===== config.mk =====
export PLATFORM = sky130hd
export DESIGN_NAME = rom_loader
export DESIGN_NICKNAME = d
export VERILOG_FILES = /design/src/rtl/rom_loader.sv
export SDC_FILE = /design/constraint.sdc
export NUM_CORES = 1
export LEC_CHECK = 0
export ABC_CLOCK_PERIOD_IN_PS = 8500
export BUFFER_PORTS_ARGS = -buffer_cell sky130_fd_sc_hd__buf_2
export CAP_MARGIN = 20
export CORE_MARGIN = 2
export CORE_UTILIZATION = 65
export CTS_CLUSTER_SIZE = 10
export DETAILED_ROUTE_END_ITERATION = 12
export HOLD_SLACK_MARGIN = 0.12
export PLACE_DENSITY_LB_ADDON = 0.15
export SYNTH_ARGS = -nofsm -noshare
export SYNTH_HDL_FRONTEND = slang
export SYNTH_SLANG_ARGS = --single-unit

===== constraint.sdc =====
create_clock -name clk -period 8.5 [get_ports clk]
set_input_delay 0.85 -clock clk [delete_from_list [all_inputs] [get_ports clk]]
set_output_delay 0.85 -clock clk [all_outputs]
set_load 0.1 [all_outputs]

===== src/rtl/rom_loader.sv =====
// rom_loader: packs the iosys ROM-loading byte stream into 16-bit little-endian words,
// queues them in a small FIFO and writes them to SDRAM. Optional macro LOADER_CHECKSUM_EN.
module rom_loader #(
  parameter int unsigned       ADDR_W     = 23,
  parameter int unsigned       FIFO_DEPTH = 8,
  parameter logic [ADDR_W-1:0] ROM_BASE   = 23'h000000,
  parameter logic [ADDR_W-1:0] SAVE_BASE  = 23'h700000,
  parameter logic [ADDR_W-1:0] BIOS_BASE  = 23'h7C0000
) (
  input  logic              clk,
  input  logic              resetn,
  input  logic [2:0]        loading,
  input  logic [7:0]        din,
  input  logic              din_valid,
  output logic              mem_req,
  input  logic              mem_ack,
  output logic [ADDR_W-1:0] mem_addr,
  output logic [15:0]       mem_wdata,
  output logic [1:0]        mem_wstrb,
  output logic              busy,
  output logic              done,
  output logic [ADDR_W-1:0] rom_size,
  output logic [31:0]       cfg,
  output logic              overflow
`ifdef LOADER_CHECKSUM_EN
  ,
  output logic [15:0]       checksum
`endif
);

  localparam int unsigned PTR_W = $clog2(FIFO_DEPTH);

  typedef enum logic [2:0] {S_IDLE, S_LOAD, S_FLUSH, S_DONE, S_CFG} state_t;

  typedef struct packed {
    logic [ADDR_W-1:0] addr;
    logic [15:0]       data;
    logic [1:0]        strb;
  } entry_t;

  state_t            state;
  logic [2:0]        mode;
  logic [ADDR_W-1:0] base_addr;
  logic [ADDR_W-1:0] byte_cnt;
  logic [ADDR_W-1:0] word_addr;
  logic [7:0]        low_byte;
  logic              tail_pending;

  entry_t            fifo_mem [FIFO_DEPTH];
  logic [PTR_W-1:0]  wr_ptr;
  logic [PTR_W-1:0]  rd_ptr;
  logic [PTR_W:0]    fifo_cnt;
  logic              fifo_empty;
  logic              fifo_full;
  entry_t            head;
  entry_t            push_entry;
  logic              push_req;
  logic              push_ok;
  logic              pop;

`ifdef LOADER_CHECKSUM_EN
  logic [15:0]       csum;
  assign checksum = csum;
`endif

  assign fifo_empty = (fifo_cnt == '0);
  assign fifo_full  = (fifo_cnt == (PTR_W+1)'(FIFO_DEPTH));
  assign head       = fifo_mem[rd_ptr];
  assign pop        = mem_req && mem_ack;
  // Words are addressed from the byte count, so dropped words leave a hole instead of shifting data.
  assign word_addr  = base_addr + {byte_cnt[ADDR_W-1:1], 1'b0};
  // A full FIFO still accepts a push when the head leaves in the same cycle.
  assign push_ok    = push_req && (!fifo_full || pop);
  assign busy       = (state == S_LOAD) || (state == S_FLUSH) || (state == S_DONE) || !fifo_empty;

  // NOTE: every signal written here gets a default first, otherwise a latch is inferred.
  always_comb begin
    push_req        = 1'b0;
    push_entry.addr = word_addr;
    push_entry.data = {din, low_byte};
    push_entry.strb = 2'b11;
    if (state == S_LOAD && loading == mode && din_valid && byte_cnt[0]) begin
      push_req = 1'b1;
    end else if (state == S_FLUSH && tail_pending) begin
      push_req        = 1'b1;
      push_entry.data = {8'h00, low_byte};
      push_entry.strb = 2'b01;
    end
  end

  // NOTE: FIFO storage has no reset; the pointers alone define which entries are valid.
  always_ff @(posedge clk) begin
    if (push_ok) fifo_mem[wr_ptr] <= push_entry;
  end

  // NOTE: sequential state uses non-blocking assignments so every block sees pre-edge values.
  always_ff @(posedge clk or negedge resetn) begin
    if (!resetn) begin
      wr_ptr   <= '0;
      rd_ptr   <= '0;
      fifo_cnt <= '0;
    end else begin
      if (push_ok) wr_ptr <= wr_ptr + PTR_W'(1);
      if (pop)     rd_ptr <= rd_ptr + PTR_W'(1);
      case ({push_ok, pop})
        2'b10:   fifo_cnt <= fifo_cnt + (PTR_W+1)'(1);
        2'b01:   fifo_cnt <= fifo_cnt - (PTR_W+1)'(1);
        default: fifo_cnt <= fifo_cnt;
      endcase
    end
  end

  // SDRAM write port: one request per FIFO head, held stable until acknowledged.
  always_ff @(posedge clk or negedge resetn) begin
    if (!resetn) begin
      mem_req   <= 1'b0;
      mem_addr  <= '0;
      mem_wdata <= '0;
      mem_wstrb <= '0;
    end else if (mem_req) begin
      if (mem_ack) begin
        mem_req  <= 1'b0;
        mem_addr <= mem_addr + ADDR_W'(2);
      end
    end else if (!fifo_empty) begin
      mem_req   <= 1'b1;
      mem_addr  <= head.addr;
      mem_wdata <= head.data;
      mem_wstrb <= head.strb;
    end
  end

  always_ff @(posedge clk or negedge resetn) begin
    if (!resetn) begin
      state        <= S_IDLE;
      mode         <= '0;
      base_addr    <= '0;
      byte_cnt     <= '0;
      low_byte     <= '0;
      tail_pending <= 1'b0;
      done         <= 1'b0;
      rom_size     <= '0;
      cfg          <= '0;
      overflow     <= 1'b0;
`ifdef LOADER_CHECKSUM_EN
      csum         <= '0;
`endif
    end else begin
      done <= 1'b0;
      case (state)
        S_IDLE: begin
          if (loading == 3'd1 || loading == 3'd2 || loading == 3'd4) begin
            mode         <= loading;
            byte_cnt     <= '0;
            overflow     <= 1'b0;
            tail_pending <= 1'b0;
            base_addr    <= (loading == 3'd1) ? ROM_BASE :
                            (loading == 3'd2) ? SAVE_BASE : BIOS_BASE;
`ifdef LOADER_CHECKSUM_EN
            csum         <= '0;
`endif
            state        <= S_LOAD;
          end else if (loading == 3'd3) begin
            state <= S_CFG;
          end
        end
        S_LOAD: begin
          if (loading != mode) begin
            tail_pending <= byte_cnt[0];
            state        <= S_FLUSH;
          end else if (din_valid) begin
            byte_cnt <= byte_cnt + ADDR_W'(1);
            if (!byte_cnt[0]) low_byte <= din;
            if (byte_cnt[0] && !push_ok) overflow <= 1'b1;
`ifdef LOADER_CHECKSUM_EN
            if (push_ok) csum <= csum + 16'(din) + 16'(low_byte);
`endif
          end
        end
        S_FLUSH: begin
          if (tail_pending) begin
            if (push_ok) begin
              tail_pending <= 1'b0;
`ifdef LOADER_CHECKSUM_EN
              csum         <= csum + 16'(low_byte);
`endif
            end
          end else if (fifo_empty && !mem_req) begin
            if (mode == 3'd1) rom_size <= byte_cnt;
            done  <= 1'b1;
            state <= S_DONE;
          end
        end
        S_DONE: state <= S_IDLE;
        S_CFG: begin
          if (loading != 3'd3) state <= S_IDLE;
          else if (din_valid)  cfg   <= {din, cfg[31:8]};
        end
        default: state <= S_IDLE;
      endcase
    end
  end

endmodule


Yosys cells after proc, flatten, opt, wreduce, memory -nomap -nowiden:

Memories as Yosys holds them, arrays and structs flattened.
Cells that the tools add are included.

* add/subtract/negate cells: 7
* equal/unequal tests: 26
* multiplexer cells: 38
* bitwise logic cells: 6
* reduce and logical (&&, ||, !) cells: 33

Operators by type and width (count)
* 2-to-1 mux 23 bit: 7
* one-hot mux 23 bit (2 select lines): 1
* 2-to-1 mux 18 bit: 2
* adder 23 x 1 -> 23 bit, second input constant: 1
* adder 23 x 2 -> 23 bit, second input constant: 1
* adder 23 bit: 1
* 2-to-1 mux 20 bit: 1
* 2-to-1 mux 3 bit: 6
* 2-to-1 mux 1 bit: 17
* == test 3 x 2 -> 1 bit, second input constant: 4
* != test 2 bit, second input constant: 6
* one-hot mux 3 bit (4 select lines): 1
* AND reduction 4 bit: 3
* AND reduction 5 bit: 2
* == test 3 x 1 -> 1 bit, second input constant: 3
* logical AND 1 bit: 8
* != test 2 x 1 -> 1 bit, second input constant: 4
* one-hot mux 4 bit (2 select lines): 1
* adder 3 x 1 -> 3 bit, second input constant: 2
* == test 3 bit, second input constant: 2
* logical OR 1 bit: 6
* NOT 1 bit: 6
* AND reduction 2 bit: 3
* AND reduction 3 bit: 2
* other kinds (16): 20

* register bits after elaboration: 170
* RAM bits: 328
* input port bits: 15
* logic and storage cells: 128
* memories: 1

Memories
* fifo_mem: depth 8, bits a word 41, read ports 1, clocked after Yosys merged registers in 0, wr ports 1, line 49 `entry_t fifo_mem [FIFO_DEPTH];`

Longest topological paths before layout:

* depth in word-level cells: 12
* gate-level depth with buffers: 10
* depth with buffers taken out: 9

Worst setup path before layout:

Ideal clock, no wire load.

* path type: input to register
* from: input port loading[2]
* to: memory fifo_mem[0][10] (netlist bit), enable pin
* arrival: 4.740 ns
* data required time: 8.016 ns
* path slack: 3.276 ns
* cell stages on the path: 6
* cell sequence: buf_4 -> xnor2_2 -> and4_1 -> a21oi_2 -> or3_1 -> nor3_1

* word-level cells in the longest chain between the ends: 8

RTL lines
* start: declaration: line 12 `input logic [2:0] loading,`
* == test 3 bit: line 82 `if (state == S_LOAD && loading == mode && din_valid && byte_cnt[0]) begin`
* logical AND 1 bit (3 in a row): line 82
* 2-to-1 mux 1 bit: line 82
* logical AND 1 bit: line 73 `assign push_ok = push_req && (!fifo_full || pop);`
* 2-to-1 mux 1 bit: line 93 `if (push_ok) fifo_mem[wr_ptr] <= push_entry;`
* 2-to-1 mux 1 bit (not written as such): line 93
* end: declaration: line 49

No other way between the ends.

Final worst setup path:

* from: register fifo_cnt[1]
* to: output port busy

* word-level cells in the longest chain between the ends: 3

RTL lines
* start: declaration: line 52 `logic [PTR_W:0] fifo_cnt;`
* start signal: assignment: line 106 `2'b10: fifo_cnt <= fifo_cnt + (PTR_W+1)'(1);`
* start signal: assignment: line 107 `2'b01: fifo_cnt <= fifo_cnt - (PTR_W+1)'(1);`
* start signal: assignment: line 108 `default: fifo_cnt <= fifo_cnt;`
* zero test 4 bit: line 66 `assign fifo_empty = (fifo_cnt == '0);`
* zero test 1 bit
* logical OR 1 bit: line 74 `assign busy = (state == S_LOAD) || (state == S_FLUSH) || (state == S_DONE) || !fifo_empty;`
* end: declaration: line 20 `output logic busy,`

No other way between the ends.

==> impl_metrics.yaml <==
die:
  rows: 62
  fp.dieH_um: 174.2
  start_util: 0.6576
  coreArea_um2: 28630
  die_area_um2: 30340
  die_x_um: 174.2
  num_io_pins: 115
critical_path:
  critPathMaxStageDelay_ns: 0.92
  cp_slowest_cell: "nor4_2"
  crit_end: "busy"
  critical_path_class: "flop to output pin"
  crit_arrival_ns: 2.55
  rr_worst_depth: 6
  crit_chain: "nor4_2 -> o21ai_0 -> buf_2"
  start_kind: "flop"
  critPathMaxFanout: 7
  worst_setup_path_end_kind: "output pin"
  rr_endpoint: "fifo_mem[1][20]"
  worstReg2RegStart: "state[0]"
  r2r_setup_slack_ns: 5.33
  critPathRequiredTime_ns: 7.65
  crit_start: "fifo_cnt[1]"
sta:
  fin_crit_sh: 0.3995
  setup_violations: 0
  maxSlewViolCount: 0
  min_period_ns: 3.396
  timing.fmax_ghz: 0.2945
  skew_ns: 0.02497
  final.setup.worst_slack_ns: 5.104
  timing_worst_slew_pin_value_ns: 1.024
  grt_setup_unrepaired: "false"
  relSlewSlack: 0.3117
  timing_hold_violations_final: 0
  tns_ns: 0
clocking:
  ctsRootBufferMaster: "clkbuf_16"
  cts_buffers: 52
  cts.reportedPaths.clkPinSlew_ns: 0.05
  htreeDepth: 2
  clock_sinks: 460
  cts_tree: "yes"
  clk_latency_ns: 0.56
  post_cts_buffers: 0
  ctsResizeCount: 0
  cts_buffer_depth: 3
  hold_buffers: 0
status:
  status: "complete, no violations"
grt:
  grt_pass1_wl_mm: 62.02
  antenna_found_initial: 0
  grt_max_degree: 79
  grt_overflow: 0
  grt_use_total: 0.2686
  grt_pass1_vias: 10830
drt:
  num_vias: 10520
  drt-pass1-iter-count: 5
  drt_iter0_drc: 1213
  viasPerCell: 6.322
  wl_per_cell_um: 23.58
  ant_nets: 0
  totalWireLength_mm: 39.24
  route.detailed.drc: 0
yosys:
  yosysMostFrequentCell: "edfxtp_1"
  synth.cell_area_um2: 18820
  async_flop_share: 0.3217
  synth-edff-count: 312
  synthDistinctLibCells: 76
  synth_area_per_cell_um2: 16.97
  synth_area_leader_cell: "edfxtp_1"
  yosys_most_used_dff: "edfxtp_1"
  synthCells: 1109
  synth-compound-area-share: 0.04786
  synth.area.top_cells: "edfxtp_1 50%, dfrtp_1 20%, mux4_2 9.3%"
  synthXorXnorAreaFrac: 0.01702
  synthAdderAreaFrac: 0.007046
  ys_ff_latch: 460
  synth_top_area_frac: 0.4977
  synth_top_family_by_area: "multiplexers"
  yosysSeqAreaShare: 0.6944
  synth_warnings: 0
  synth.net_count: 1134
  yosys.area_share.simple: 0.05842
  muxShareOfSynthArea: 0.1597
  synth_common_cells: "312 x edfxtp_1, 148 x dfrtp_1, 78 x mux4_2"
final_layout:
  multi_input_area_um2: 5525
  area_growth_pct: 13.73
  final_nets: 1265
  drive_gt1_frac: 0.2820
  fillers: 1651
  final-seq-area_um2: 13080
  antenna_cells: 0
power_and_ir_drop:
  leakage_nw: 8.273
  power.density_nw_per_um2: 344.2
  finalPower_w: 0.007368
  max-vdd-ir-drop_v: 0.0002674
place:
  gp_congestion: 0.8628
  dpl_worst_slack_ns: 4.823
  post-dp-hpwl_mm: 22.75
  io_buffers: 113
worst_hold_path:
  min_path_type: "primary input to async pin"
run:
  drv_cap: 0
==> routing by layer <==
metal	part of all wire	GRT usage
met3	0.079	0.04309
met4	0.015	0.05567
met5	0	0
met2	0.48	0.4276
met1	0.42	0.4043
==> where the power goes <==
part	switching [W]	internal, W
combinational	0.00162	0.000715
clock	0.000823	0.00122
sequential	0.000345	0.00264
total	0.00279	0.00458
==> worst max-delay path, delay by kind of cell (launching register included) <==
kind                   cells  cell delay (ns)
AND/OR/NAND/NOR            1             0.92
buffers and inverters      1             0.36
flip-flops                 1             0.46
AO/OA/AOI/OAI              1             0.24
==> sequential cells by signal, indices dropped and copies added (netlist names), 4 cells and up <==
register / count
mem_wdata: 16
cfg: 32
rom_size: 23
byte_cnt: 23
fifo_cnt: 4
fifo_mem: 312
low_byte: 8
mem_addr: 22
==> cell usage in the layout, fill, tap and decap left out, types with 6 or more instances in the layout <==
master     Yosys  routed
ha_1           9       9
inv_1         12      12
nand3_1       21      21
buf_2         24     112
dfrtp_1      148     145
xnor2_1       25      25
nor2b_1        8       8
mux2_1         7       7
nand4_1       13      13
xor2_1         6       6
a21oi_1       41      41
a221oi_1      11      11
mux4_2        78      78
clkbuf_1      25      36
buf_4          3      17
mux2_2        63      63
mux2i_1       46      46
a211oi_1      10      10
nor2_1        67      60
clkbuf_16      0      54
edfxtp_1     312     312
nor2_4         0       7
nand2_1       56      56
and3_1        11      11
o21ai_0       16      16
==> final cells by class <==
| cell class | count | area share |
|---|---|---|
| Multi-Input combinational cell | 583 | 0.2581 |
| Tap cell | 384 | 0.02244 |
| Timing Repair Buffer | 131 | 0.03360 |
| Clock inverter | 2 | 0.002162 |
| Clock buffer | 92 | 0.07071 |
| Inverter | 12 | 0.002104 |
| Sequential cell | 460 | 0.6109 |
==> per-stage QoR <==
stage / area, um2 / cells / hold slack (ns) / utilization
global placement: 19830 / 1569 / 0.4496 / 0.6927
CTS: 21390 / 1663 / 0.3336 / 0.7472
detailed placement: 19830 / 1569 / 0.4551 / 0.6927
finish: 21410 / 1664 / 0.3147 / 0.7479
global route: 21410 / 1664 / 0.3719 / 0.7479
floorplan: 18820 / 1109 / 0.4340 / -
==> how the worst min path moves through the flow <==
stage	slack (ns)	to	cells after the start	from
floorplan	0.43	done	1	tail_pending
global placement	0.45	mem_wstrb[0]	1	mem_wstrb[0]
detailed placement	0.46	mem_wstrb[0]	1	mem_wstrb[0]
CTS	0.33	mem_wdata[13]	1	resetn
global route	0.37	mem_wdata[13]	1	resetn
finish	0.31	mem_wdata[13]	1	resetn
==> logic make-up after synthesis <==
family / count (synthesis)
XOR/XNOR: 34
buffers and inverters: 66
AND/OR/NAND/NOR: 215
AO/OA/AOI/OAI: 129
adder cells (fa/ha/maj): 10
flip-flops: 460
multiplexers: 194
other: 1
(Power assumes the default switching activity.)
